--- config.mk ---
export PLATFORM = sky130hd
export DESIGN_NAME = axi4_stream_pkt_merge_flat
export DESIGN_NICKNAME = d
export VERILOG_FILES = /design/src/rtl/axi4_stream_merge_pkg.sv /design/src/rtl/axi4_stream_if.sv /design/src/rtl/axi4_stream_byte_packer.sv /design/src/rtl/axi4_stream_pkt_merge.sv /design/src/flat_wrapper.sv
export SDC_FILE = /design/constraint.sdc
export NUM_CORES = 1
export LEC_CHECK = 0
export BUFFER_PORTS_ARGS = -buffer_cell sky130_fd_sc_hd__buf_4
export CAP_MARGIN = 25
export CORE_MARGIN = 2
export CORE_UTILIZATION = 59
export DETAILED_ROUTE_END_ITERATION = 8
export GPL_ROUTABILITY_DRIVEN = 0
export PLACE_DENSITY = 0.9
export SYNTH_ARGS = -nofsm -noshare
export SYNTH_HDL_FRONTEND = slang
export SYNTH_HIERARCHICAL = 1
export SYNTH_SLANG_ARGS = --single-unit
export TNS_END_PERCENT = 1
--- constraint.sdc ---
create_clock -name clk_i -period 4.4 [get_ports clk_i]
set_input_delay 0.66 -clock clk_i [delete_from_list [all_inputs] [get_ports clk_i]]
set_output_delay 0.66 -clock clk_i [all_outputs]
set_load 0.05 [all_outputs]
--- src/rtl/axi4_stream_merge_pkg.sv ---
// Shared types and helpers for the AXI4-Stream packet merger.
// W/BYTE_CNT_WIDTH describe the default 32-bit datapath; modules derive their own from DATA_WIDTH.
package axi4_stream_merge_pkg;

    typedef enum logic [1:0] {
        StIdle,
        StMerge,
        StFlush
    } state_e;

    localparam int unsigned W              = 4;
    localparam int unsigned BYTE_CNT_WIDTH = $clog2(W) + 1;
    localparam int unsigned KEEP_MAX       = 64;

    // tkeep is contiguous from byte 0, so a popcount is the beat's byte count.
    function automatic logic [7:0] popcount_keep(input logic [KEEP_MAX-1:0] keep);
        logic [7:0] cnt;
        cnt = '0;
        for (int i = 0; i < KEEP_MAX; i++) begin
            cnt = cnt + {7'd0, keep[i]};
        end
        return cnt;
    endfunction

endpackage

--- src/rtl/axi4_stream_if.sv ---
// AXI4-Stream bundle with master/slave views.
interface axi4_stream_if #(
    parameter int unsigned DATA_WIDTH = 32,
    parameter int unsigned ID_WIDTH   = 1,
    parameter int unsigned DEST_WIDTH = 1,
    parameter int unsigned USER_WIDTH = 1
);
    logic                    tvalid;
    logic                    tready;
    logic [DATA_WIDTH-1:0]   tdata;
    logic [DATA_WIDTH/8-1:0] tkeep;
    logic [DATA_WIDTH/8-1:0] tstrb;
    logic                    tlast;
    logic [ID_WIDTH-1:0]     tid;
    logic [DEST_WIDTH-1:0]   tdest;
    logic [USER_WIDTH-1:0]   tuser;

    modport master (
        output tvalid, tdata, tkeep, tstrb, tlast, tid, tdest, tuser,
        input  tready
    );

    modport slave (
        input  tvalid, tdata, tkeep, tstrb, tlast, tid, tdest, tuser,
        output tready
    );
endinterface

--- src/rtl/axi4_stream_byte_packer.sv ---
// Combinational residue + input byte merge: yields the full word F, the new residue and total bytes.
module axi4_stream_byte_packer
    import axi4_stream_merge_pkg::*;
#(
    parameter int unsigned DATA_WIDTH = 8 * W,
    parameter int unsigned CNT_WIDTH  = BYTE_CNT_WIDTH
) (
    input  logic [DATA_WIDTH-1:0]   i_res_data,
    input  logic [DATA_WIDTH/8-1:0] i_res_keep,
    input  logic [DATA_WIDTH/8-1:0] i_res_strb,
    input  logic [CNT_WIDTH-1:0]    i_res_cnt,
    input  logic [DATA_WIDTH-1:0]   i_in_data,
    input  logic [DATA_WIDTH/8-1:0] i_in_keep,
    input  logic [DATA_WIDTH/8-1:0] i_in_strb,
    input  logic [CNT_WIDTH-1:0]    i_in_cnt,
    output logic [CNT_WIDTH-1:0]    o_total,
    output logic [DATA_WIDTH-1:0]   o_f_data,
    output logic [DATA_WIDTH/8-1:0] o_f_keep,
    output logic [DATA_WIDTH/8-1:0] o_f_strb,
    output logic [DATA_WIDTH-1:0]   o_r_data,
    output logic [DATA_WIDTH/8-1:0] o_r_keep,
    output logic [DATA_WIDTH/8-1:0] o_r_strb,
    output logic [CNT_WIDTH-1:0]    o_r_cnt
);
    localparam int unsigned LP_W = DATA_WIDTH / 8;

    logic [2*DATA_WIDTH-1:0] w_res_ext;
    logic [2*DATA_WIDTH-1:0] w_in_ext;
    logic [2*DATA_WIDTH-1:0] w_c_data;
    logic [2*LP_W-1:0]       w_c_keep;
    logic [2*LP_W-1:0]       w_c_strb;
    logic                    w_full;

    // Zero invalid bytes so they cannot pollute neighbouring lanes after the shift.
    always_comb begin
        w_res_ext = '0;
        w_in_ext  = '0;
        for (int b = 0; b < LP_W; b++) begin
            w_res_ext[8*b +: 8] = i_res_keep[b] ? i_res_data[8*b +: 8] : 8'h00;
            w_in_ext[8*b +: 8]  = i_in_keep[b] ? i_in_data[8*b +: 8] : 8'h00;
        end
    end

    assign w_c_data = w_res_ext | (w_in_ext << {i_res_cnt, 3'b000});
    assign w_c_keep = {{LP_W{1'b0}}, i_res_keep} | ({{LP_W{1'b0}}, i_in_keep} << i_res_cnt);
    assign w_c_strb = {{LP_W{1'b0}}, i_res_strb & i_res_keep}
                    | ({{LP_W{1'b0}}, i_in_strb & i_in_keep} << i_res_cnt);

    assign o_total  = i_res_cnt + i_in_cnt;
    assign w_full   = (o_total >= CNT_WIDTH'(LP_W));

    assign o_f_data = w_c_data[DATA_WIDTH-1:0];
    assign o_f_keep = w_c_keep[LP_W-1:0];
    assign o_f_strb = w_c_strb[LP_W-1:0];
    assign o_r_data = w_full ? w_c_data[2*DATA_WIDTH-1:DATA_WIDTH] : w_c_data[DATA_WIDTH-1:0];
    assign o_r_keep = w_full ? w_c_keep[2*LP_W-1:LP_W] : w_c_keep[LP_W-1:0];
    assign o_r_strb = w_full ? w_c_strb[2*LP_W-1:LP_W] : w_c_strb[LP_W-1:0];
    assign o_r_cnt  = w_full ? o_total - CNT_WIDTH'(LP_W) : o_total;

endmodule

--- src/rtl/axi4_stream_pkt_merge.sv ---
// Merges consecutive short AXI4-Stream packets into byte-packed longer ones, closing on
// byte threshold, tid/tdest change or idle timeout.
module axi4_stream_pkt_merge
    import axi4_stream_merge_pkg::*;
#(
    parameter int unsigned DATA_WIDTH     = 8 * W,
    parameter int unsigned ID_WIDTH       = 1,
    parameter int unsigned DEST_WIDTH     = 1,
    parameter int unsigned USER_WIDTH     = 1,
    parameter int unsigned MAX_PKT_SIZE_B = 2048,
    parameter int unsigned PKT_SIZE_WIDTH = $clog2(MAX_PKT_SIZE_B),
    parameter int unsigned TIMEOUT_WIDTH  = 16
) (
    input  logic                      clk_i,
    input  logic                      rst_n_i,
    input  logic [PKT_SIZE_WIDTH:0]   flush_thresh_i,
    input  logic [TIMEOUT_WIDTH-1:0]  timeout_i,
    axi4_stream_if.slave              pkt_i,
    axi4_stream_if.master             pkt_o
);
    localparam int unsigned LP_W     = DATA_WIDTH / 8;
    localparam int unsigned LP_CNT_W = $clog2(LP_W) + 1;
    localparam int unsigned LP_OB_W  = PKT_SIZE_WIDTH + 1;

    state_e                  r_state;
    state_e                  w_state_next;

    logic [DATA_WIDTH-1:0]   r_h_data;
    logic [LP_W-1:0]         r_h_keep;
    logic [LP_W-1:0]         r_h_strb;
    logic                    r_h_valid;
    logic [DATA_WIDTH-1:0]   r_r_data;
    logic [LP_W-1:0]         r_r_keep;
    logic [LP_W-1:0]         r_r_strb;
    logic [LP_CNT_W-1:0]     r_res_cnt;
    logic [DATA_WIDTH-1:0]   r_o_data;
    logic [LP_W-1:0]         r_o_keep;
    logic [LP_W-1:0]         r_o_strb;
    logic                    r_o_valid;
    logic                    r_o_last;
    logic [LP_OB_W-1:0]      r_out_bytes;
    logic [TIMEOUT_WIDTH-1:0] r_idle_cnt;
    logic                    r_in_pkt;
    logic [ID_WIDTH-1:0]     r_tid;
    logic [DEST_WIDTH-1:0]   r_tdest;
    logic [USER_WIDTH-1:0]   r_tuser;

    logic [LP_CNT_W-1:0]     w_n;
    logic [LP_CNT_W-1:0]     w_total;
    logic [DATA_WIDTH-1:0]   w_f_data;
    logic [LP_W-1:0]         w_f_keep;
    logic [LP_W-1:0]         w_f_strb;
    logic [DATA_WIDTH-1:0]   w_nr_data;
    logic [LP_W-1:0]         w_nr_keep;
    logic [LP_W-1:0]         w_nr_strb;
    logic [LP_CNT_W-1:0]     w_nr_cnt;
    logic                    w_full;
    logic [LP_OB_W:0]        w_sum;
    logic [LP_OB_W-1:0]      w_bytes_next;
    logic                    w_thresh_hit;
    logic                    w_id_change;
    logic                    w_timeout;
    logic                    w_o_free;
    logic                    w_in_ready;
    logic                    w_in_fire;

    assign w_n = LP_CNT_W'(popcount_keep(KEEP_MAX'(pkt_i.tkeep)));

    axi4_stream_byte_packer #(
        .DATA_WIDTH (DATA_WIDTH),
        .CNT_WIDTH  (LP_CNT_W)
    ) u_packer (
        .i_res_data (r_r_data),
        .i_res_keep (r_r_keep),
        .i_res_strb (r_r_strb),
        .i_res_cnt  (r_res_cnt),
        .i_in_data  (pkt_i.tdata),
        .i_in_keep  (pkt_i.tkeep),
        .i_in_strb  (pkt_i.tstrb),
        .i_in_cnt   (w_n),
        .o_total    (w_total),
        .o_f_data   (w_f_data),
        .o_f_keep   (w_f_keep),
        .o_f_strb   (w_f_strb),
        .o_r_data   (w_nr_data),
        .o_r_keep   (w_nr_keep),
        .o_r_strb   (w_nr_strb),
        .o_r_cnt    (w_nr_cnt)
    );

    assign w_full       = (w_total >= LP_CNT_W'(LP_W));
    assign w_sum        = {1'b0, r_out_bytes} + (LP_OB_W + 1)'(w_n);
    assign w_bytes_next = w_sum[LP_OB_W] ? '1 : w_sum[LP_OB_W-1:0];
    assign w_thresh_hit = (w_bytes_next >= flush_thresh_i);
    assign w_o_free     = !r_o_valid || pkt_o.tready;

    assign w_id_change  = (r_state == StMerge) && !r_in_pkt && pkt_i.tvalid
                       && ((pkt_i.tid != r_tid) || (pkt_i.tdest != r_tdest));
    // >= so a timeout enabled while already idle still fires.
    assign w_timeout    = (r_state == StMerge) && !r_in_pkt && (timeout_i != '0)
                       && (r_idle_cnt >= timeout_i);
    assign w_in_fire    = pkt_i.tvalid && w_in_ready;

    always_ff @(posedge clk_i or negedge rst_n_i) begin
        if (!rst_n_i) begin
            r_state <= StIdle;
        end else begin
            r_state <= w_state_next;
        end
    end

    always_comb begin
        w_state_next = r_state;
        unique case (r_state)
            StIdle: begin
                if (w_in_fire) begin
                    w_state_next = (pkt_i.tlast && w_thresh_hit) ? StFlush : StMerge;
                end
            end
            StMerge: begin
                if (w_in_fire && pkt_i.tlast && w_thresh_hit) begin
                    w_state_next = StFlush;
                end else if (w_id_change || w_timeout) begin
                    w_state_next = StFlush;
                end
            end
            StFlush: begin
                if (r_o_valid && pkt_o.tready && r_o_last) begin
                    w_state_next = StIdle;
                end
            end
            default: w_state_next = StIdle;
        endcase
    end

    always_comb begin
        w_in_ready = (r_state != StFlush) && (!r_h_valid || w_o_free)
                  && !w_id_change && !w_timeout;
    end

    assign pkt_i.tready = w_in_ready;
    assign pkt_o.tvalid = r_o_valid;
    assign pkt_o.tdata  = r_o_data;
    assign pkt_o.tkeep  = r_o_keep;
    assign pkt_o.tstrb  = r_o_strb;
    assign pkt_o.tlast  = r_o_last;
    assign pkt_o.tid    = r_tid;
    assign pkt_o.tdest  = r_tdest;
    assign pkt_o.tuser  = r_tuser;

    always_ff @(posedge clk_i or negedge rst_n_i) begin
        if (!rst_n_i) begin
            r_h_data    <= '0;
            r_h_keep    <= '0;
            r_h_strb    <= '0;
            r_h_valid   <= 1'b0;
            r_r_data    <= '0;
            r_r_keep    <= '0;
            r_r_strb    <= '0;
            r_res_cnt   <= '0;
            r_o_data    <= '0;
            r_o_keep    <= '0;
            r_o_strb    <= '0;
            r_o_valid   <= 1'b0;
            r_o_last    <= 1'b0;
            r_out_bytes <= '0;
            r_idle_cnt  <= '0;
            r_in_pkt    <= 1'b0;
            r_tid       <= '0;
            r_tdest     <= '0;
            r_tuser     <= '0;
        end else begin
            if (r_o_valid && pkt_o.tready) begin
                r_o_valid <= 1'b0;
                if (r_o_last) begin
                    r_o_last    <= 1'b0;
                    r_out_bytes <= '0;
                end
            end

            if (w_in_fire) begin
                if (w_full) begin
                    if (r_h_valid) begin
                        r_o_data  <= r_h_data;
                        r_o_keep  <= r_h_keep;
                        r_o_strb  <= r_h_strb;
                        r_o_last  <= 1'b0;
                        r_o_valid <= 1'b1;
                    end
                    r_h_data  <= w_f_data;
                    r_h_keep  <= w_f_keep;
                    r_h_strb  <= w_f_strb;
                    r_h_valid <= 1'b1;
                end
                r_r_data    <= w_nr_data;
                r_r_keep    <= w_nr_keep;
                r_r_strb    <= w_nr_strb;
                r_res_cnt   <= w_nr_cnt;
                r_out_bytes <= w_bytes_next;
                r_in_pkt    <= !pkt_i.tlast;
                if (r_state == StIdle) begin
                    r_tid   <= pkt_i.tid;
                    r_tdest <= pkt_i.tdest;
                    r_tuser <= pkt_i.tuser;
                end
            end

            // Drain order while closing: H (last only if no residue), then the residue.
            if (r_state == StFlush && w_o_free) begin
                if (r_h_valid) begin
                    r_o_data  <= r_h_data;
                    r_o_keep  <= r_h_keep;
                    r_o_strb  <= r_h_strb;
                    r_o_last  <= (r_res_cnt == '0);
                    r_o_valid <= 1'b1;
                    r_h_valid <= 1'b0;
                end else if (r_res_cnt != '0) begin
                    r_o_data  <= r_r_data;
                    r_o_keep  <= r_r_keep;
                    r_o_strb  <= r_r_strb;
                    r_o_last  <= 1'b1;
                    r_o_valid <= 1'b1;
                    r_res_cnt <= '0;
                    r_r_keep  <= '0;
                    r_r_strb  <= '0;
                end
            end

            if (r_state == StMerge && !r_in_pkt && !w_in_fire) begin
                if (r_idle_cnt != '1) begin
                    r_idle_cnt <= r_idle_cnt + 1'b1;
                end
            end else begin
                r_idle_cnt <= '0;
            end
        end
    end

endmodule

--- src/flat_wrapper.sv ---
// flat-port wrapper written by rule: the top's interface ports become plain ports
module axi4_stream_pkt_merge_flat import axi4_stream_merge_pkg::*;
#(
    parameter int unsigned DATA_WIDTH     = 8 * W,
    parameter int unsigned ID_WIDTH       = 1,
    parameter int unsigned DEST_WIDTH     = 1,
    parameter int unsigned USER_WIDTH     = 1,
    parameter int unsigned MAX_PKT_SIZE_B = 2048,
    parameter int unsigned PKT_SIZE_WIDTH = $clog2(MAX_PKT_SIZE_B),
    parameter int unsigned TIMEOUT_WIDTH  = 16
)
  (clk_i, rst_n_i, flush_thresh_i, timeout_i, pkt_i_tvalid, pkt_i_tdata, pkt_i_tkeep, pkt_i_tstrb, pkt_i_tlast, pkt_i_tid, pkt_i_tdest, pkt_i_tuser, pkt_i_tready, pkt_o_tvalid, pkt_o_tdata, pkt_o_tkeep, pkt_o_tstrb, pkt_o_tlast, pkt_o_tid, pkt_o_tdest, pkt_o_tuser, pkt_o_tready);
  axi4_stream_if #(.DATA_WIDTH(DATA_WIDTH), .ID_WIDTH(ID_WIDTH), .DEST_WIDTH(DEST_WIDTH), .USER_WIDTH(USER_WIDTH)) pkt_i_i ();
  axi4_stream_if #(.DATA_WIDTH(DATA_WIDTH), .ID_WIDTH(ID_WIDTH), .DEST_WIDTH(DEST_WIDTH), .USER_WIDTH(USER_WIDTH)) pkt_o_i ();
  input  logic clk_i;
  input  logic rst_n_i;
  input  logic [PKT_SIZE_WIDTH:0] flush_thresh_i;
  input  logic [TIMEOUT_WIDTH-1:0] timeout_i;
  input wire logic [$bits(pkt_i_i.tvalid)-1:0] pkt_i_tvalid;
  input wire logic [$bits(pkt_i_i.tdata)-1:0] pkt_i_tdata;
  input wire logic [$bits(pkt_i_i.tkeep)-1:0] pkt_i_tkeep;
  input wire logic [$bits(pkt_i_i.tstrb)-1:0] pkt_i_tstrb;
  input wire logic [$bits(pkt_i_i.tlast)-1:0] pkt_i_tlast;
  input wire logic [$bits(pkt_i_i.tid)-1:0] pkt_i_tid;
  input wire logic [$bits(pkt_i_i.tdest)-1:0] pkt_i_tdest;
  input wire logic [$bits(pkt_i_i.tuser)-1:0] pkt_i_tuser;
  output wire logic [$bits(pkt_i_i.tready)-1:0] pkt_i_tready;
  output wire logic [$bits(pkt_o_i.tvalid)-1:0] pkt_o_tvalid;
  output wire logic [$bits(pkt_o_i.tdata)-1:0] pkt_o_tdata;
  output wire logic [$bits(pkt_o_i.tkeep)-1:0] pkt_o_tkeep;
  output wire logic [$bits(pkt_o_i.tstrb)-1:0] pkt_o_tstrb;
  output wire logic [$bits(pkt_o_i.tlast)-1:0] pkt_o_tlast;
  output wire logic [$bits(pkt_o_i.tid)-1:0] pkt_o_tid;
  output wire logic [$bits(pkt_o_i.tdest)-1:0] pkt_o_tdest;
  output wire logic [$bits(pkt_o_i.tuser)-1:0] pkt_o_tuser;
  input wire logic [$bits(pkt_o_i.tready)-1:0] pkt_o_tready;
  assign pkt_i_i.tvalid = pkt_i_tvalid;
  assign pkt_i_i.tdata = pkt_i_tdata;
  assign pkt_i_i.tkeep = pkt_i_tkeep;
  assign pkt_i_i.tstrb = pkt_i_tstrb;
  assign pkt_i_i.tlast = pkt_i_tlast;
  assign pkt_i_i.tid = pkt_i_tid;
  assign pkt_i_i.tdest = pkt_i_tdest;
  assign pkt_i_i.tuser = pkt_i_tuser;
  assign pkt_i_tready = pkt_i_i.tready;
  assign pkt_o_tvalid = pkt_o_i.tvalid;
  assign pkt_o_tdata = pkt_o_i.tdata;
  assign pkt_o_tkeep = pkt_o_i.tkeep;
  assign pkt_o_tstrb = pkt_o_i.tstrb;
  assign pkt_o_tlast = pkt_o_i.tlast;
  assign pkt_o_tid = pkt_o_i.tid;
  assign pkt_o_tdest = pkt_o_i.tdest;
  assign pkt_o_tuser = pkt_o_i.tuser;
  assign pkt_o_i.tready = pkt_o_tready;
  axi4_stream_pkt_merge #(.DATA_WIDTH(DATA_WIDTH), .ID_WIDTH(ID_WIDTH), .DEST_WIDTH(DEST_WIDTH), .USER_WIDTH(USER_WIDTH), .MAX_PKT_SIZE_B(MAX_PKT_SIZE_B), .PKT_SIZE_WIDTH(PKT_SIZE_WIDTH), .TIMEOUT_WIDTH(TIMEOUT_WIDTH)) u_core (.clk_i(clk_i), .rst_n_i(rst_n_i), .flush_thresh_i(flush_thresh_i), .timeout_i(timeout_i), .pkt_i(pkt_i_i), .pkt_o(pkt_o_i));
endmodule
Word-level counts from Yosys, hierarchy flattened. Cells that the tools add are included.

Register bits: 160. Output and inout port bits: 46.

$lt $le $gt $ge: 3. Reduce and logical (&&, ||, !) cells: 37. Equal/unequal tests: 10. Shift operators: 3. Add/subtract/negate cells: 7. Bitwise logic cells: 5. Multiplexer cells: 72.

Operators by type and width (count): $mux 32 (7); $mux 4 (22); $mux 8 (8); $or 32x64->64 (1); $shl 32x6->64 (1); $mux 12 (4); $mux 16 (2); $mux 1 (18); $add 16x1->16 const B (1); $ge 16x16->1 (1); $logic_and 1x1->1 (16); $ne 16x16->1 const B (1); $or 4x8->8 (2); $reduce_bool 16->1 (1); $shl 4x3->8 (2); $mux 3 (5); $add 12x3->13 (1); $ge 12x12->1 (1); $mux 2 (5); $and 4x4->4 (2); $logic_not 1->1 (7); $add 3x1->3 (2); $pmux 2 s3 (1); $reduce_and 2->1 (3); other kinds (16) (23).

Logic depth before layout (Yosys ltp). Gate-level depths: netlist (run 1).

Word-level depth: 12. Gate-level depth with buffers: 20. Mapped depth without buffers: 20.

By module. The synthesis (run 1) kept the hierarchy.

Modules (own cells, without submodules): axi4_stream_pkt_merge (area an instance 7737.4 µm², cells each 677, sequential area each 4003.8 µm², instances 1); axi4_stream_byte_packer (area an instance 1965.6 µm², cells each 314, sequential area each 0.0 µm², instances 1).

Worst setup path after synthesis (run 1). Ideal clock, no wire load.

Path type: in2reg. Start point: input port pkt_i_tkeep[0]. End point: register u_core.r_state[0]. Buffers on the path: 1. Arrival: 4.383 ns. Stages on the path: 20. Data required time: 4.295 ns. Slack: -0.088 ns. Setup time: 0.105 ns. Cell sequence: inv_1 > fa_1 > inv_1 > ha_1 > ha_1 > inv_1 > fa_1 > nor2b_1 > o21ba_2 > nand4_1 > or2_2 > clkbuf_1 > nand2_1 > ha_1 > a21o_1 > a21o_1 > a21oi_1 > o21ai_0 > a31oi_1 > nor4b_1.

Cells in the longest elaborated chain, start to end: 10.

Ends and longest elaborated chain: start: declaration (RTL line flat_wrapper.sv:21) `input wire logic [$bits(pkt_i_i.tkeep)-1:0] pkt_i_tkeep;`; $add 1x1->2 (*) (RTL line axi4_stream_merge_pkg.sv:20) `cnt = cnt + {7'd0, keep[i]};`; $add 3x1->3 (*) (2 in a row) (RTL line axi4_stream_merge_pkg.sv:20); named net u_core.w_n[1] (RTL line axi4_stream_pkt_merge.sv:48) `logic [LP_CNT_W-1:0] w_n;`; $add 12x3->13 (*) (RTL line axi4_stream_pkt_merge.sv:92) `assign w_sum = {1'b0, r_out_bytes} + (LP_OB_W + 1)'(w_n);`; $mux 12 (*) (RTL line axi4_stream_pkt_merge.sv:93) `assign w_bytes_next = w_sum[LP_OB_W] ? '1 : w_sum[LP_OB_W-1:0];`; $ge 12x12->1 (*) (RTL line axi4_stream_pkt_merge.sv:94) `assign w_thresh_hit = (w_bytes_next >= flush_thresh_i);`; $logic_and 1x1->1 (RTL line axi4_stream_pkt_merge.sv:117) `w_state_next = (pkt_i.tlast && w_thresh_hit) ? StFlush : StMerge;`; $mux 2 (RTL line axi4_stream_pkt_merge.sv:117); $mux 2 (RTL line axi4_stream_pkt_merge.sv:116) `if (w_in_fire) begin`; $pmux 2 s3 (RTL line axi4_stream_pkt_merge.sv:114) `unique case (r_state)`; end signal: assignment (RTL line axi4_stream_pkt_merge.sv:106) `r_state <= StIdle;`; end signal: assignment (RTL line axi4_stream_pkt_merge.sv:108) `r_state <= w_state_next;`; end: declaration (RTL line axi4_stream_pkt_merge.sv:25) `state_e r_state;`.

Mark *: on every way through the listed nets, which the timed path passes. The rest lies on a longest branch. The select of a mux whose other input is x is not followed. A chain may end at the register's enable or synchronous reset.

Worst setup path in the final report (run 1). Same ends and word-level chain as after synthesis.

==> run metrics, run 1 <==
P per Cell Area roughly 290 nW/um^2; Longest Clk Path Bufs 2; Final nets ~1200; final setup TNS 0 ns; worst slack, placed -0.260 ns; smallest setup slack after layout approximately 0.15 ns; crit path time final between 4 and 5 ns; Initial Util around 60%; global-route total usage across every layer between 30 and 40%; Post-Place Cell Area 10900 um^2; Crit Reg-Reg Endpoint u_core/pkt_o.tdata[11]; Reg clk slew, reported paths ~0.06 ns; worst path cell trace buf_4, inv_1, fa_1, inv_1, ha_4, ha_2, inv_1, fa_2, nor2b_4, o21ba_4, nand4_1, nor2_1, nor2_1, ha_1, nand2b_1, a21o_1, a21o_1, a21oi_1, o21ai_0, a31oi_1, nor4b_2; DP Wirelength slightly below 20000 um; CP max stage cell fa_1; CP top delay family adder cells; Critical Path Stages 21; port bufs ~120; # hold bufs at CTS 0; Ys Warns 6; Final ANT Viol Nets 0; final instance area roughly 12000 um^2; final setup fails 0; drt pass-1 iters 7; H-tree Lvls 4; total grt overflow 0; Final Non-Filler Cells about 1300; die area between 15000 and 20000 um^2; Crit Path Class primary input to register; Setup crit start pkt_i_tkeep[0]; maximum vdd drop ~0.29 mV; initial antenna violation count 0; most frequent CP cell inv_1; Inserted Diodes 0; row cnt 46; share of post-route cells with drive strength above 1 26.0%; number of global-route vias before repair 8902; Slew HR 27.2%; CP Launch Type primary input; pin count of the biggest net entering global routing between 100 and 150; Critical Path Max Stage Delay 0.53 ns; Core ar. between 15000 and 20000 um^2; clock sink count between 150 and 200; DR vias 9109; placed insts around 1300; fmax around 240 MHz; Worst Path Required roughly 4.7 ns; io pins 122; Max-Cap Viols 0; Hold/Removal Path Class primary input to async pin; Cells after Synth between 900 and 1000; Synth Area per Inst roughly 9.8 um^2; CP arrival 4.59 ns; worst flop-to-flop path startpoint u_core/r_res_cnt[1]; CP bufs+invs 4; Lkg Pwr around 5.6 nW; CP endpoint u_core/r_state[0]; DRC viols 0; clk_lat worst skew approximately 0.44 ns; Avg Vias per Cell a little under 7; Worst R2R Setup Slack between 1 and 1.5 ns; clock tree root buffer cell clkbuf_16; final WL 29500 um; overall power around 3.3 mW; Syn-to-layout area delta 19.7%; die width between 100 and 150 um; Detailed Route Iter0 Violations between 1000 and 1500; Post-Synthesis Cell Area between 9000 and 10000 um^2; status finished, final reports clean; R2R cell count 11; Hold Fails Final Rpt 0; clock buffer count from CTS 17; Worst Setup End Kind register; first-pass GRT wire length approximately 46000 um; Pins Over Slew Limit 0; Die Span Y 132 um; WL/cell 22.2 um; clk_skew between 0.007 and 0.008 ns; Final period util between 90% and 100%; CP max FO 3; TritonCTS clock tree done; measured slew at the worst slew-check pin roughly 1.1 ns; syn_nets 1103
## layout make-up
class / count / area [um^2]
inverters: 51 / 191
clock inverters: 11 / 155
repair buffers: 160 / 1270
clock buffers: 21 / 460
fillers: 1066 / 4350
multi-input cells: 706 / 5240
well taps: 216 / 270
flip-flops and latches: 160 / 4000
## worst min-delay path by stage
stage                              from  cells past startpoint                endpoint  slack (ns)
global route                    rst_n_i                      1   u_core/pkt_o.tstrb[0]       0.003
CTS                             rst_n_i                      1   u_core/pkt_o.tstrb[0]        0.39
finish                          rst_n_i                      1   u_core/pkt_o.tstrb[0]        0.01
global placement    u_core/r_h_data[21]                      1  u_core/pkt_o.tdata[21]        0.48
detailed placement  u_core/r_h_data[14]                      1  u_core/pkt_o.tdata[14]        0.49
floorplan                       rst_n_i                      0   u_core/pkt_o.tdata[0]        0.36
## timing repair
item                                   in CTS  in global routing
gates resized for setup                     0                  8
setup endpoints to repair                   0                  2
setup buffers                               0                  0
endpoints found under the hold margin       0                  0
## through the flow
stage	util, %	hold WS (ns)
after floorplan	-	0.364
after global placement	68.4	0.481
after detailed placement	68.4	0.488
after CTS	72.2	0.393
after global routing	72.7	0.00337
final	72.7	0.00987
## per-layer routing
layer  wire length [um]  vias up  part of all wire, %  track usage (%)
li1                   -     3910                    -                -
met1              11200     4399                   38             42.2
met2              14000      669                   47             51.8
met3               3060      131                   10             6.84
met4               1200        0                  4.1             18.3
met5                  0        -                    0                0
## where the power goes
group          internal, mW         switching [mW]  total (mW)
Sequential             1.47  0.0000000000000000474        1.47
Combinational         0.134                  0.185       0.319
Clock                 0.929                  0.624        1.55
## flip-flops by register name, summed over array words and instances, names as in the netlist, 2 cells and up
name	cells
u_core/r_idle_cnt	16
u_core/r_r_strb	4
u_core/pkt_o.tdata	32
u_core/pkt_o.tkeep	4
u_core/r_r_keep	4
u_core/r_r_data	32
u_core/r_out_bytes	12
u_core/r_h_keep	4
u_core/r_res_cnt	3
u_core/r_state	2
u_core/pkt_o.tstrb	4
u_core/r_h_strb	4
u_core/r_h_data	32
## cells in the final DEF, fill, tap and decap left out, types with 13 or more instances in the layout
cell       count
nand3_1       43
nand2_1       72
inv_1         50
clkbuf_16     17
o221ai_1      14
xor2_1        15
dfrtp_1      160
a22o_1        13
a32oi_1       21
a221o_1       41
ha_1          32
mux2_2        73
buf_4        154
a21oi_1       68
and2_1        42
nor2_1        30
o21ai_0       58
Power figures use the tool's default switching activity.
==> run 2, diff against run 1 <==
--- a/config.mk
+++ b/config.mk
@@ -12,6 +12,7 @@
 export DETAILED_ROUTE_END_ITERATION = 8
 export GPL_ROUTABILITY_DRIVEN = 0
 export PLACE_DENSITY = 0.9
+export SETUP_SLACK_MARGIN = 0.2
 export SYNTH_ARGS = -nofsm -noshare
 export SYNTH_HDL_FRONTEND = slang
 export SYNTH_HIERARCHICAL = 1
==> run metrics, run 2 (synthesized netlist as in run 1, its figures left out) <==
Inserted Diodes 0 (unchanged); Hold/Removal Path Class primary input to async pin (unchanged); Core ar. 15900 um^2 (unchanged); pin count of the biggest net entering global routing 102 (was 105); Pins Over Slew Limit 0 (unchanged); status finished, final reports clean (unchanged); share of post-route cells with drive strength above 1 26.3% (was 26.0%); most frequent cells in the layout dfrtp_1, buf_4, mux2_2 (unchanged); CP Launch Type primary input (unchanged); measured slew at the worst slew-check pin 1.14 ns (was 1.08 ns); total grt overflow 0 (unchanged); clock buffer count from CTS 17 (unchanged); Setup crit start pkt_i_tkeep[3] (was pkt_i_tkeep[0]); area of the multi-input gates 5260 um^2 (was 5240 um^2); fillcell total 1028 (was 1066); number of global-route vias before repair 8746 (was 8902); Lkg Pwr 5.59 nW (about the same); most frequent CP cell buf_4 (was inv_1); CP max FO 4 (was 3); TritonCTS clock tree done (unchanged); Die Span Y 132 um (unchanged); port bufs 121 (unchanged); Detailed Route Iter0 Violations 1367 (was 1374); initial antenna violation count 0 (unchanged); CP max stage cell fa_1 (unchanged); register area 4000 um^2 (unchanged); CP arrival 4.46 ns (was 4.59 ns); first-pass GRT wire length 45300 um (was 45800 um); Worst Path Required 4.74 ns (about the same); smallest setup slack after layout 0.281 ns (was 0.147 ns); maximum vdd drop 0.331 mV (was 0.286 mV); RSZ-0062 raised after global routing false; Crit Path Class primary input to register (unchanged); Longest Clk Path Bufs 2 (unchanged); Hold Slack 0.350 ns (was 0.00987 ns); # hold bufs at CTS 0 (unchanged); Reg clk slew, reported paths 0.06 ns (about the same); Post-Place Cell Area 10900 um^2 (unchanged); WL/cell 21.7 um (was 22.2 um); clk_skew 0.00875 ns (was 0.00702 ns); global-route total usage across every layer 32.6% (was 32.8%); fmax 243 MHz (was 235 MHz); clk_lat worst skew 0.43 ns (was 0.44 ns); most common cell after layout, fill and taps aside dfrtp_1 (unchanged); crit path time final 4.12 ns (was 4.25 ns); CP top delay family adder cells (unchanged); die area 17500 um^2 (unchanged); io pins 122 (unchanged); clock sink count 160 (unchanged); Hold Fails Final Rpt 0 (unchanged); drt pass-1 iters 7 (unchanged); die width 132 um (unchanged); Psw 0.771 mW (was 0.809 mW); CP bufs+invs 6 (was 4); worst slack, placed -0.146 ns (was -0.260 ns); Clk network pwr share 46.6% (was 46.5%); Comb pwr share 9.2% (was 9.5%); DR vias 9020 (was 9109); clock tree root buffer cell clkbuf_16 (unchanged); Cell Int Power 2.56 mW (was 2.53 mW); Avg Vias per Cell 6.82 (was 6.87); final WL 28600 um (was 29500 um); Critical Path Max Stage Delay 0.54 ns (was 0.53 ns); Final period util 93.6% (was 96.6%); Max-Cap Viols 0 (unchanged); Worst Setup End Kind register (unchanged); final instance area 11600 um^2 (about the same); DP Wirelength 18800 um (was 19400 um); Slew HR 24.3% (was 27.2%); Final ANT Viol Nets 0 (unchanged); Final nets 1208 (was 1210); final setup TNS 0 ns (unchanged); DRC viols 0 (unchanged); Flop pwr share 44.2% (was 44.0%); H-tree Lvls 4 (unchanged); row cnt 46 (unchanged); Syn-to-layout area delta 19.6% (was 19.7%); worst path cell trace buf_4, inv_2, fa_1, inv_2, ha_4, ha_4, inv_1, fa_2, nor2b_2, o21ba_4, nand4_1, buf_4, buf_4, nor3_2, nor2_1, ha_1, a21o_1, a21oi_1, o2bb2ai_1, a31oi_1, nor4b_2 (was buf_4, inv_1, fa_1, inv_1, ha_4, ha_2, inv_1, fa_2, nor2b_4, o21ba_4, nand4_1, nor2_1, nor2_1, ha_1, nand2b_1, a21o_1, a21o_1, a21oi_1, o21ai_0, a31oi_1, nor4b_2); P per Cell Area 287 nW/um^2 (was 288 nW/um^2); final setup fails 0 (unchanged); switching fraction of total power 23.2% (was 24.2%); worst flop-to-flop path startpoint u_core/r_out_bytes[0] (was u_core/r_res_cnt[1]); Initial Util 60.8% (unchanged)
## run 2: layer usage
metal,track usage [%],wire length (um)
met1,43.0,10900
met2,51.4,13400
met3,7.42,3090
met4,14.7,1180
met5,0,0
## run 2: through the flow
stage / utilization, % / cells / power [mW]
after floorplan: - / 989 / 1.63
after global placement: 68.3 / 1287 / 1.77
after detailed placement: 68.4 / 1288 / 1.78
after CTS: 72.2 / 1319 / 3.32
after global routing: 72.7 / 1322 / 3.43
final: 72.7 / 1322 / 3.33
## run 2: worst paths after layout
path / endpoint / slack [ns] / cells past startpoint
hold reg to reg: u_core/pkt_o.tdata[18] / 0.50 / 1
max in group asynchronous: u_core/pkt_o.tdata[20] / 3.22 / 2
setup / recovery: u_core/r_state[0] / 0.28 / 21
hold / removal: u_core/pkt_o.tkeep[0] / 0.35 / 1
setup reg to reg: u_core/r_state[0] / 1.19 / 16
min in group clk_i: u_core/r_in_pkt / 0.42 / 2
## run 2: timing repair
item	CTS	global route
endpoints found under the setup margin	0	11
resized for setup	0	9
buffers inserted	0	2
## run 2: worst register-to-register path: cells and delay by family (launching register included)
family          cells  cell delay (ns)
fa+ha+maj           3             0.83
simple gates        5             0.80
compound gates      5             0.76
flops               1             0.36
buf+inv             3             0.36
## run 2: power by group through the flow
| stage | Clock, mW | Combinational [mW] | Sequential [mW] |
|---|---|---|---|
| after global routing | 1.63 | 0.332 | 1.47 |
| final | 1.55 | 0.306 | 1.47 |
| after floorplan | 0 | 0.133 | 1.50 |
| after detailed placement | 0 | 0.281 | 1.50 |
| after CTS | 1.56 | 0.284 | 1.47 |
| after global placement | 0 | 0.271 | 1.50 |
## run 2: area by class of cell
class	count	area share, %
clock inverters	10	1.38
multi-input cells	706	45.4
clock buffers	21	3.89
well taps	216	2.33
repair buffers	158	10.8
flip-flops and latches	160	34.5
inverters	51	1.65
